## src/rtl/load_store_unit_pkg.sv

```systemverilog
`default_nettype none
// +----------------------------------------------------------------------------+
// | Package : rcpu_defs                                                        |
// | Brief   : Shared word width, load/store sequencer state encoding and the   |
// |           register-index one-hot decode helper.                            |
// | Rev     : 1.0  initial release                                             |
// +----------------------------------------------------------------------------+
package rcpu_defs;

    localparam int WORD_WIDTH  = 16;
    localparam int TIMER_WIDTH = 8;

    typedef enum logic [1:0] {
        S_IDLE = 2'd0,
        S_REQ  = 2'd1,
        S_WB   = 2'd2,
        S_DONE = 2'd3
    } lsu_state_e;

    // Indices of 32 or more decode to all zero; callers truncate the result to
    // their register count, so any index beyond that count also yields zero.
    function automatic logic [31:0] reg_onehot(input logic [31:0] idx);
        logic [31:0] v;
        v = '0;
        if (idx < 32'd32) begin
            v[idx[4:0]] = 1'b1;
        end
        return v;
    endfunction

endpackage
`default_nettype wire

```

## src/rtl/load_store_unit_if.sv

```systemverilog
`default_nettype none
// +----------------------------------------------------------------------------+
// | Interface : load_store_unit_if                                             |
// | Brief     : req/ack memory bus between the load/store sequencer (master)   |
// |             and the memory (slave). Read data is valid with mem_ack.       |
// | Rev       : 1.0  initial release                                           |
// +----------------------------------------------------------------------------+
interface load_store_unit_if #(
    parameter int WORD_WIDTH = 16
);
    logic [WORD_WIDTH-1:0] mem_addr;
    logic [WORD_WIDTH-1:0] mem_wdata;
    logic                  mem_we;
    logic                  mem_req;
    logic                  mem_ack;
    logic [WORD_WIDTH-1:0] mem_rdata;

    modport master (
        output mem_addr,
        output mem_wdata,
        output mem_we,
        output mem_req,
        input  mem_ack,
        input  mem_rdata
    );

    modport slave (
        input  mem_addr,
        input  mem_wdata,
        input  mem_we,
        input  mem_req,
        output mem_ack,
        output mem_rdata
    );
endinterface
`default_nettype wire

```

## src/rtl/load_store_unit_ack_timer.sv

```systemverilog
`default_nettype none
// +----------------------------------------------------------------------------+
// | Module : ack_timer                                                         |
// | Brief  : 8-bit wait counter for the memory handshake. Flags expiry when   |
// |          the count equals TIMEOUT; TIMEOUT = 0 never expires. TIMEOUT     |
// |          must lie in 0..255.                                               |
// | Rev    : 1.0  initial release                                              |
// +----------------------------------------------------------------------------+
module ack_timer
    import rcpu_defs::*;
#(
    parameter int TIMEOUT = 255
) (
    input  logic clk,
    input  logic rst,
    input  logic i_clear,
    input  logic i_enable,
    output logic o_expired
);

    localparam logic [TIMER_WIDTH-1:0] c_limit = TIMER_WIDTH'(TIMEOUT);
    localparam logic [TIMER_WIDTH-1:0] c_one   = TIMER_WIDTH'(1);

    logic [TIMER_WIDTH-1:0] r_count;

    // Wait counter: clear has priority over counting.
    always_ff @(posedge clk) begin
        if (rst || i_clear) begin
            r_count <= '0;
        end else if (i_enable) begin
            r_count <= r_count + c_one;
        end
    end

    assign o_expired = (r_count == c_limit) && (TIMEOUT != 0);

endmodule
`default_nettype wire

```

## src/rtl/load_store_unit.sv

```systemverilog
`default_nettype none
// +----------------------------------------------------------------------------+
// | Module : load_store_unit                                                   |
// | Brief  : Multi-cycle load/store sequencer feeding the register bank.       |
// |          IDLE -> REQ -> WB (load) / DONE (store) -> IDLE, with a bounded  |
// |          wait in REQ that aborts back to IDLE with an error pulse.        |
// | Rev    : 1.0  initial release                                              |
// +----------------------------------------------------------------------------+
module load_store_unit #(
    parameter int WORD_WIDTH = rcpu_defs::WORD_WIDTH,
    parameter int REG_COUNT  = 8,
    parameter int TIMEOUT    = 255
) (
    input  logic                         clk,
    input  logic                         rst,
    input  logic                         start,
    input  logic                         is_store,
    input  logic [WORD_WIDTH-1:0]        addr,
    input  logic [WORD_WIDTH-1:0]        store_data,
    input  logic [$clog2(REG_COUNT)-1:0] dest_sel,
    load_store_unit_if.master            mem,
    output logic [WORD_WIDTH-1:0]        reg_in,
    output logic [REG_COUNT-1:0]         reg_en,
    output logic                         busy,
    output logic                         done,
    output logic                         error
);
    import rcpu_defs::*;

    localparam int c_dest_w = $clog2(REG_COUNT);

    lsu_state_e              r_state;
    lsu_state_e              w_next_state;
    logic                    r_is_store;
    logic [c_dest_w-1:0]     r_dest;
    logic [WORD_WIDTH-1:0]   r_mem_addr;
    logic [WORD_WIDTH-1:0]   r_mem_wdata;
    logic [WORD_WIDTH-1:0]   r_reg_in;
    logic                    r_error;
    logic                    w_accept;
    logic                    w_capture;
    logic                    w_timeout;
    logic                    w_timer_clear;
    logic                    w_timer_en;
    logic                    w_expired;

    ack_timer #(
        .TIMEOUT (TIMEOUT)
    ) u_ack_timer (
        .clk       (clk),
        .rst       (rst),
        .i_clear   (w_timer_clear),
        .i_enable  (w_timer_en),
        .o_expired (w_expired)
    );

    // State register.
    always_ff @(posedge clk) begin
        if (rst) begin
            r_state <= S_IDLE;
        end else begin
            r_state <= w_next_state;
        end
    end

    // Next-state logic plus the strobes that steer the datapath and timer.
    always_comb begin
        w_next_state  = r_state;
        w_accept      = 1'b0;
        w_capture     = 1'b0;
        w_timeout     = 1'b0;
        w_timer_clear = 1'b0;
        w_timer_en    = 1'b0;
        case (r_state)
            S_IDLE: begin
                if (start) begin
                    w_accept      = 1'b1;
                    w_timer_clear = 1'b1;
                    w_next_state  = S_REQ;
                end
            end
            S_REQ: begin
                if (mem.mem_ack) begin
                    w_capture    = ~r_is_store;
                    w_next_state = r_is_store ? S_DONE : S_WB;
                end else if (w_expired) begin
                    w_timeout    = 1'b1;
                    w_next_state = S_IDLE;
                end else begin
                    w_timer_en = 1'b1;
                end
            end
            S_WB:    w_next_state = S_IDLE;
            S_DONE:  w_next_state = S_IDLE;
            default: w_next_state = S_IDLE;
        endcase
    end

    // Request latch, load-data capture and the registered timeout pulse.
    always_ff @(posedge clk) begin
        if (rst) begin
            r_is_store  <= 1'b0;
            r_dest      <= '0;
            r_mem_addr  <= '0;
            r_mem_wdata <= '0;
            r_reg_in    <= '0;
            r_error     <= 1'b0;
        end else begin
            r_error <= w_timeout;
            if (w_accept) begin
                r_is_store  <= is_store;
                r_dest      <= dest_sel;
                r_mem_addr  <= addr;
                r_mem_wdata <= store_data;
            end
            if (w_capture) begin
                r_reg_in <= mem.mem_rdata;
            end
        end
    end

    assign mem.mem_addr  = r_mem_addr;
    assign mem.mem_wdata = r_mem_wdata;
    assign mem.mem_req   = (r_state == S_REQ);
    assign mem.mem_we    = (r_state == S_REQ) && r_is_store;

    assign reg_in = r_reg_in;
    // Out-of-range destinations decode above REG_COUNT and truncate to zero.
    assign reg_en = (r_state == S_WB) ? REG_COUNT'(reg_onehot(32'(r_dest))) : '0;
    assign busy   = (r_state != S_IDLE);
    assign done   = (r_state == S_WB) || (r_state == S_DONE);
    assign error  = r_error;

endmodule
`default_nettype wire

```

## src/flat_wrapper.sv

```systemverilog
// flat-port wrapper written by rule: the top's interface ports become plain ports
module load_store_unit_flat import rcpu_defs::*;
#(
    parameter int WORD_WIDTH = rcpu_defs::WORD_WIDTH,
    parameter int REG_COUNT  = 8,
    parameter int TIMEOUT    = 255
)
  (clk, rst, start, is_store, addr, store_data, dest_sel, reg_in, reg_en, busy, done, error, mem_mem_addr, mem_mem_wdata, mem_mem_we, mem_mem_req, mem_mem_ack, mem_mem_rdata);
  load_store_unit_if #(.WORD_WIDTH(WORD_WIDTH)) mem_i ();
  input  logic clk;
  input  logic rst;
  input  logic start;
  input  logic is_store;
  input  logic [WORD_WIDTH-1:0] addr;
  input  logic [WORD_WIDTH-1:0] store_data;
  input  logic [$clog2(REG_COUNT)-1:0] dest_sel;
  output logic [WORD_WIDTH-1:0] reg_in;
  output logic [REG_COUNT-1:0] reg_en;
  output logic busy;
  output logic done;
  output logic error;
  output wire logic [$bits(mem_i.mem_addr)-1:0] mem_mem_addr;
  output wire logic [$bits(mem_i.mem_wdata)-1:0] mem_mem_wdata;
  output wire logic [$bits(mem_i.mem_we)-1:0] mem_mem_we;
  output wire logic [$bits(mem_i.mem_req)-1:0] mem_mem_req;
  input wire logic [$bits(mem_i.mem_ack)-1:0] mem_mem_ack;
  input wire logic [$bits(mem_i.mem_rdata)-1:0] mem_mem_rdata;
  assign mem_mem_addr = mem_i.mem_addr;
  assign mem_mem_wdata = mem_i.mem_wdata;
  assign mem_mem_we = mem_i.mem_we;
  assign mem_mem_req = mem_i.mem_req;
  assign mem_i.mem_ack = mem_mem_ack;
  assign mem_i.mem_rdata = mem_mem_rdata;
  load_store_unit #(.WORD_WIDTH(WORD_WIDTH), .REG_COUNT(REG_COUNT), .TIMEOUT(TIMEOUT)) u_core (.clk(clk), .rst(rst), .start(start), .is_store(is_store), .addr(addr), .store_data(store_data), .dest_sel(dest_sel), .mem(mem_i), .reg_in(reg_in), .reg_en(reg_en), .busy(busy), .done(done), .error(error));
endmodule
```

## config.mk

```make
export PLATFORM = sky130hd
export DESIGN_NAME = load_store_unit_flat
export DESIGN_NICKNAME = d
export VERILOG_FILES = /design/src/rtl/load_store_unit_pkg.sv /design/src/rtl/load_store_unit_if.sv /design/src/rtl/load_store_unit_ack_timer.sv /design/src/rtl/load_store_unit.sv /design/src/flat_wrapper.sv
export SDC_FILE = /design/constraint.sdc
export NUM_CORES = 1
export LEC_CHECK = 0
export ABC_AREA = 1
export CORE_UTILIZATION = 37
export DETAILED_ROUTE_END_ITERATION = 7
export HOLD_SLACK_MARGIN = 0.03
export PLACE_DENSITY_LB_ADDON = 0.05
export SLEW_MARGIN = 20
export SYNTH_ARGS = -nofsm -noshare
export SYNTH_HDL_FRONTEND = slang
export SYNTH_SLANG_ARGS = --single-unit
```

## constraint.sdc

```tcl
create_clock -name clk -period 1.1 [get_ports clk]
set_input_delay 0.22 -clock clk [delete_from_list [all_inputs] [get_ports clk]]
set_output_delay 0.22 -clock clk [all_outputs]
set_load 0.1 [all_outputs]
```

==> metrics.md, run 1 <==
| Metric | Value |
|---|---|
| Count leader, synth | `nor2_1` |
| IO Pins | `about 120` |
| Initial antenna violation count | `0` |
| GRT worst endpoint | `reg_en[3]` |
| Mapped Area | `roughly 2500 sq um` |
| Synth Warn # | `0` |
| Clock root buffer | `clkbuf_8` |
| Stopping stage | `global routing` |
| Port bufs | `116` |
| Die height | `~83 um` |
| Placed inst area | `4730 sq um` |
| Yosys cell types | `25` |
| Synth top area share | `between 50 and 60%` |
| Mean area per synthesized cell | `approximately 7.5 sq um` |
| Routability cong. | `between 0.7 and 0.8` |
| Syn_nets | `~390` |
| H-tree lvl count | `3` |
| Pin count of the biggest net entering global routing | `18` |
| FFs w/ async S/R, synth | `0%` |
| CTS Buf Count | `9` |
| Die W | `between 80 and 90 um` |
| Leading area contributor after synthesis | `dfxtp_1` |
| Row Count | `29` |
| Synthesized flop and latch total | `between 60 and 70` |
| Pre-CTS setup slack | `-0.432 ns` |
| Commonest cells post-synth | `120 x nor2_1, 63 x dfxtp_1, 45 x o21ai_0, 28 x nand2_1, 13 x inv_1` |
| Hold-fix buffers, CTS | `0` |
| Stop err | `[ERROR DPL-0033] detailed placement checks failed during check placement.` |
| Clock buffer depth | `2` |
| Detail Placement HPWL | `between 5 and 6 mm` |
| Post-synthesis sequential area ratio | `around 51%` |
| EDFF count, synth | `0` |
| Worst EP Category | `top-level output` |
| Top_reg_cell synth | `dfxtp_1` |
| Status | `stopped before the end` |
| Synth area leaders | `dfxtp_1 51%, nor2_1 18%, o21ai_0 9.2%, nand2_1 4.3%, inv_1 2.0%` |
| Synth Instances | `about 330` |
| Clock sinks | `63` |
| Initial Util | `38.4%` |
[timing repair]
action,CTS
endpoints found under the setup margin,106
buffers inserted,24
pin swaps,26
resized for setup,129
cloned,6
[through the flow]
stage / utilization, % / setup TNS (ns) / hold slack [ns] / instances
4_1_cts: 87.9 / -15.70 / 0.437 / 588
3_5_place_dp: 74.0 / -20.16 / 0.493 / 543
3_3_place_gp: 74.0 / -19.00 / 0.485 / 543
2_1_floorplan: - / -12.59 / 0.282 / 329
[kinds of logic after synthesis]
group	share of synthesized area [%]
adders and majority gates	0.510
buffers and inverters	6.53
DFF	51.4
and+or+nand+nor	28.5
AOI/OAI and AO/OA	12.7
xor gates and xnor gates	0.357
==> inputs of run 2 (changes only) <==
Settings changed: CORE_UTILIZATION 37 to 40, HOLD_SLACK_MARGIN 0.03 to not set, PLACE_DENSITY_LB_ADDON 0.05 to 0.15.
Clock period 1.1 ns to 1.4 ns, I/O delays scaled along.
==> metrics.md, run 2 <==
| Metric | Value |
|---|---|
| Count leader, synth | `nor2_1` |
| R2R cell count | `8` |
| EDFF count, synth | `0 (unchanged)` |
| Final setup fails | `15` |
| Area added between synthesis and finish | `98.1%` |
| Share of cells above drive strength 1 | `between 20% and 30%` |
| Mux contribution to synthesized area | `0% (unchanged)` |
| Worst Path Required | `approximately 1.1 ns` |
| Final Cell Area | `between 4000 and 5000 sq um` |
| Skew-Pair Late Insertion Delay | `~0.34 ns` |
| Die ar. | `around 6500 sq um` |
| R2r startpoint | `u_core.r_state[0]$_SDFFE_PP0P_` |
| HP Class | `reg2reg` |
| Synth Area in Adders | `0.510% (unchanged)` |
| Clock buffer depth | `2 (unchanged)` |
| Crit. End Element | `output pin` |
| Mean area per synthesized cell | `7.46 sq um (unchanged)` |
| Fin Hold WS | `0.497 ns` |
| DRT iter0 DRCs | `78` |
| Total power | `between 5 and 6 mW` |
| H-tree lvl count | `3 (unchanged)` |
| Simple-gate share of the synthesized area | `28.5% (unchanged)` |
| Crit-path max FO | `4` |
| Routed wire length | `roughly 7 mm` |
| Pin count of the biggest net entering global routing | `43` |
| Min cycle time layout | `around 1.6 ns` |
| Clock slew at reported path FFs | `0.07 ns` |
| Final hold vios | `0` |
| Clock sinks | `63 (unchanged)` |
| Setup TNS | `-1.39 ns` |
| Grt ovf | `0` |
| R2R Setup Slk | `-0.03 ns` |
| Top_reg_cell synth | `dfxtp_1` |
| Placed inst area | `4510 sq um (-4.6%)` |
| Worst Tran Pin Value | `0.216 ns` |
| RSZ-0062 raised after global routing | `yes` |
| CTS tree | `done` |
| Seq. cell area | `~1300 sq um` |
| Slew HR | `a little under nine tenths` |
| Fillers | `361` |
| XOR/XNOR Fraction of Synth Area | `0.357% (unchanged)` |
| Detail-routed net length per standard cell | `12.9 um` |
| Synth Instances | `329 (unchanged)` |
| Routability cong. | `0.840 (+6.3%)` |
| Synth area leaders | `dfxtp_1 51%, nor2_1 18%, o21ai_0 9.2%, nand2_1 4.3%, inv_1 2.0%` |
| Slack of the critical path | `-0.156 ns` |
| Port bufs | `116 (unchanged)` |
| First-pass GRT wire length | `roughly 11 mm` |
| Post-route antenna net violation count | `0` |
| CP arrival | `between 1 and 1.5 ns` |
| Status | `complete, but fails checks` |
| Max-cap viol count | `0` |
| Mapped Area | `2450 sq um (unchanged)` |
| Vias | `roughly 2600` |
| Die W | `80.3 um (-3.7%)` |
| Vias in the first global route | `2545` |
| Multi-input gate area | `approximately 1200 sq um` |
| Hold-fix buffers, CTS | `0 (unchanged)` |
| Commonest cells post-synth | `120 x nor2_1, 63 x dfxtp_1, 45 x o21ai_0, 28 x nand2_1, 13 x inv_1` |
| Leading area contributor after synthesis | `dfxtp_1` |
| Synth Warn # | `0 (unchanged)` |
| Largest family of logic cells by synthesized area | `simple AND/OR/NAND/NOR gates` |
| Syn_nets | `386 (unchanged)` |
| Crit path to | `reg_en[5]` |
| Clock root buffer | `clkbuf_8` |
| Synth Area in Compound Gates | `12.7% (unchanged)` |
| Slew Limit Fails | `0` |
| Most frequent cells in the layout | `106 x nor2_1, 65 x buf_12, 59 x dfxtp_1` |
| Clock Skew | `slightly above 0.007 ns` |
| GR Util All Layers | `between 20% and 30%` |
| Routed vias/inst | `~4.7` |
| Leak pwr | `2.00 nW` |
| Detail Placement HPWL | `5.05 mm (-2.0%)` |
| CP startpoint | `u_core.r_state[0]$_SDFFE_PP0P_` |
| Diodes inserted | `0` |
| Pwr Density | `roughly 1200 nW/um^2` |
| Initial Util | `41.4% (+3.0 points)` |
| Failing checks | `setup timing` |
| Initial antenna violation count | `0` |
| DRC violations left | `0` |
| Synthesized flop and latch total | `63 (unchanged)` |
| Highest Clock Rate | `between 600 and 700 MHz` |
| Final nets | `522` |
| Pre-antenna DRT Iters | `4` |
| Row Count | `28 (-3.4%)` |
| Final period utilization | `111%` |
| Area of the core | `between 5000 and 6000 sq um` |
| Hold depth | `2` |
| Peak VDD IR | `1000 uV` |
| Post-synthesis sequential area ratio | `51.4% (unchanged)` |
| CTS Buf Count | `9 (unchanged)` |
| Setup CP Type | `reg2out` |
| RR Endpoint | `u_core.reg_in[13]$_SDFFE_PP0P_` |
| Synth top area share | `51.4% (unchanged)` |
| FFs w/ async S/R, synth | `0% (unchanged)` |
| IO Pins | `117 (unchanged)` |
| Startpoint types | `flop` |
| Yosys cell types | `25 (unchanged)` |
| Most common cell after layout, fill and taps aside | `nor2_1` |
| Die height | `80.3 um (-3.7%)` |
[run 2: cell counts after synthesis]
Identical to the previous run, type by type.
[run 2: stage by stage]
step,utilization [%],std cells,setup slack [ns]
floorplan,-,329,-0.242
global placement,76.1,525,-0.119
detailed placement,76.1,525,-0.158
CTS,80.5,542,-0.191
global route,82.1,545,-0.201
finish,82.1,545,-0.156
[run 2: how the worst min path moves through the flow]
| stage | endpoint | startpoint | slack (ns) |
|---|---|---|---|
| 6_report | u_core.u_ack_timer.r_count[7]$_SDFFE_PP0P_ | u_core.u_ack_timer.r_count[7]$_SDFFE_PP0P_ | 0.50 |
| 5_1_grt | u_core.reg_in[11]$_SDFFE_PP0P_ | mem_mem_rdata[11] | 0.52 |
| 4_1_cts | u_core.r_dest[2]$_SDFFE_PP0P_ | u_core.r_dest[2]$_SDFFE_PP0P_ | 0.51 |
| 3_5_place_dp | u_core.r_dest[0]$_SDFFE_PP0P_ | u_core.r_dest[0]$_SDFFE_PP0P_ | 0.49 |
| 3_3_place_gp | u_core.r_dest[0]$_SDFFE_PP0P_ | u_core.r_dest[0]$_SDFFE_PP0P_ | 0.48 |
| 2_1_floorplan | u_core.r_state[0]$_SDFFE_PP0P_ | rst | 0.34 |
[run 2: worst max-delay path, stage by stage, from the launching register on]
cell	delay, ns
dfxtp_4	0.36
nor2_4	0.16
nand2_4	0.11
nor2_4	0.12
buf_12	0.18
[run 2: kinds of logic (layout without fill, tap and decap cells)]
| family | count (synthesis) | count (layout) |
|---|---|---|
| fa+ha+maj | 1 | 1 |
| flops | 63 | 63 |
| buf+inv | 34 | 175 |
| compound gates | 62 | 62 |
| xor+xnor | 1 | 1 |
| simple gates | 168 | 168 |
[run 2: area by class of cell]
class / instances / share of cell area [%]
flip-flops and latches: 63 / 26.1
inverters: 17 / 1.42
multi-input cells: 232 / 23.9
clock inverters: 3 / 1.34
clock buffers: 13 / 3.27
well taps: 75 / 1.93
repair buffers: 142 / 42.1
[run 2: where the power goes]
group / switching, mW / leakage, nW / internal, mW
Combinational: 1.22 / 1.37 / 0.752
Clock: 0.673 / 0.114 / 1.10
Sequential: 0.128 / 0.520 / 1.92
Total: 2.02 / 2.00 / 3.77
[run 2: routing by layer]
layer / share of wire [%] / up-vias / track usage (%)
met5: 0 / - / 0
met4: 1.5 / 0 / 11.8
met3: 7.3 / 10 / 8.64
met2: 52 / 79 / 39.1
met1: 39 / 1175 / 25.0
li1: - / 1321 / -
[run 2: timing repair]
action                                  4_1_cts  5_1_grt
hold endpoints to repair                      0        0
endpoints found under the setup margin       11       25
setup buffers                                 1        2
gates resized for setup                       8       16
gates cloned                                  0        1
pin swaps                                     7        8
Power figures use the tool's default switching activity.
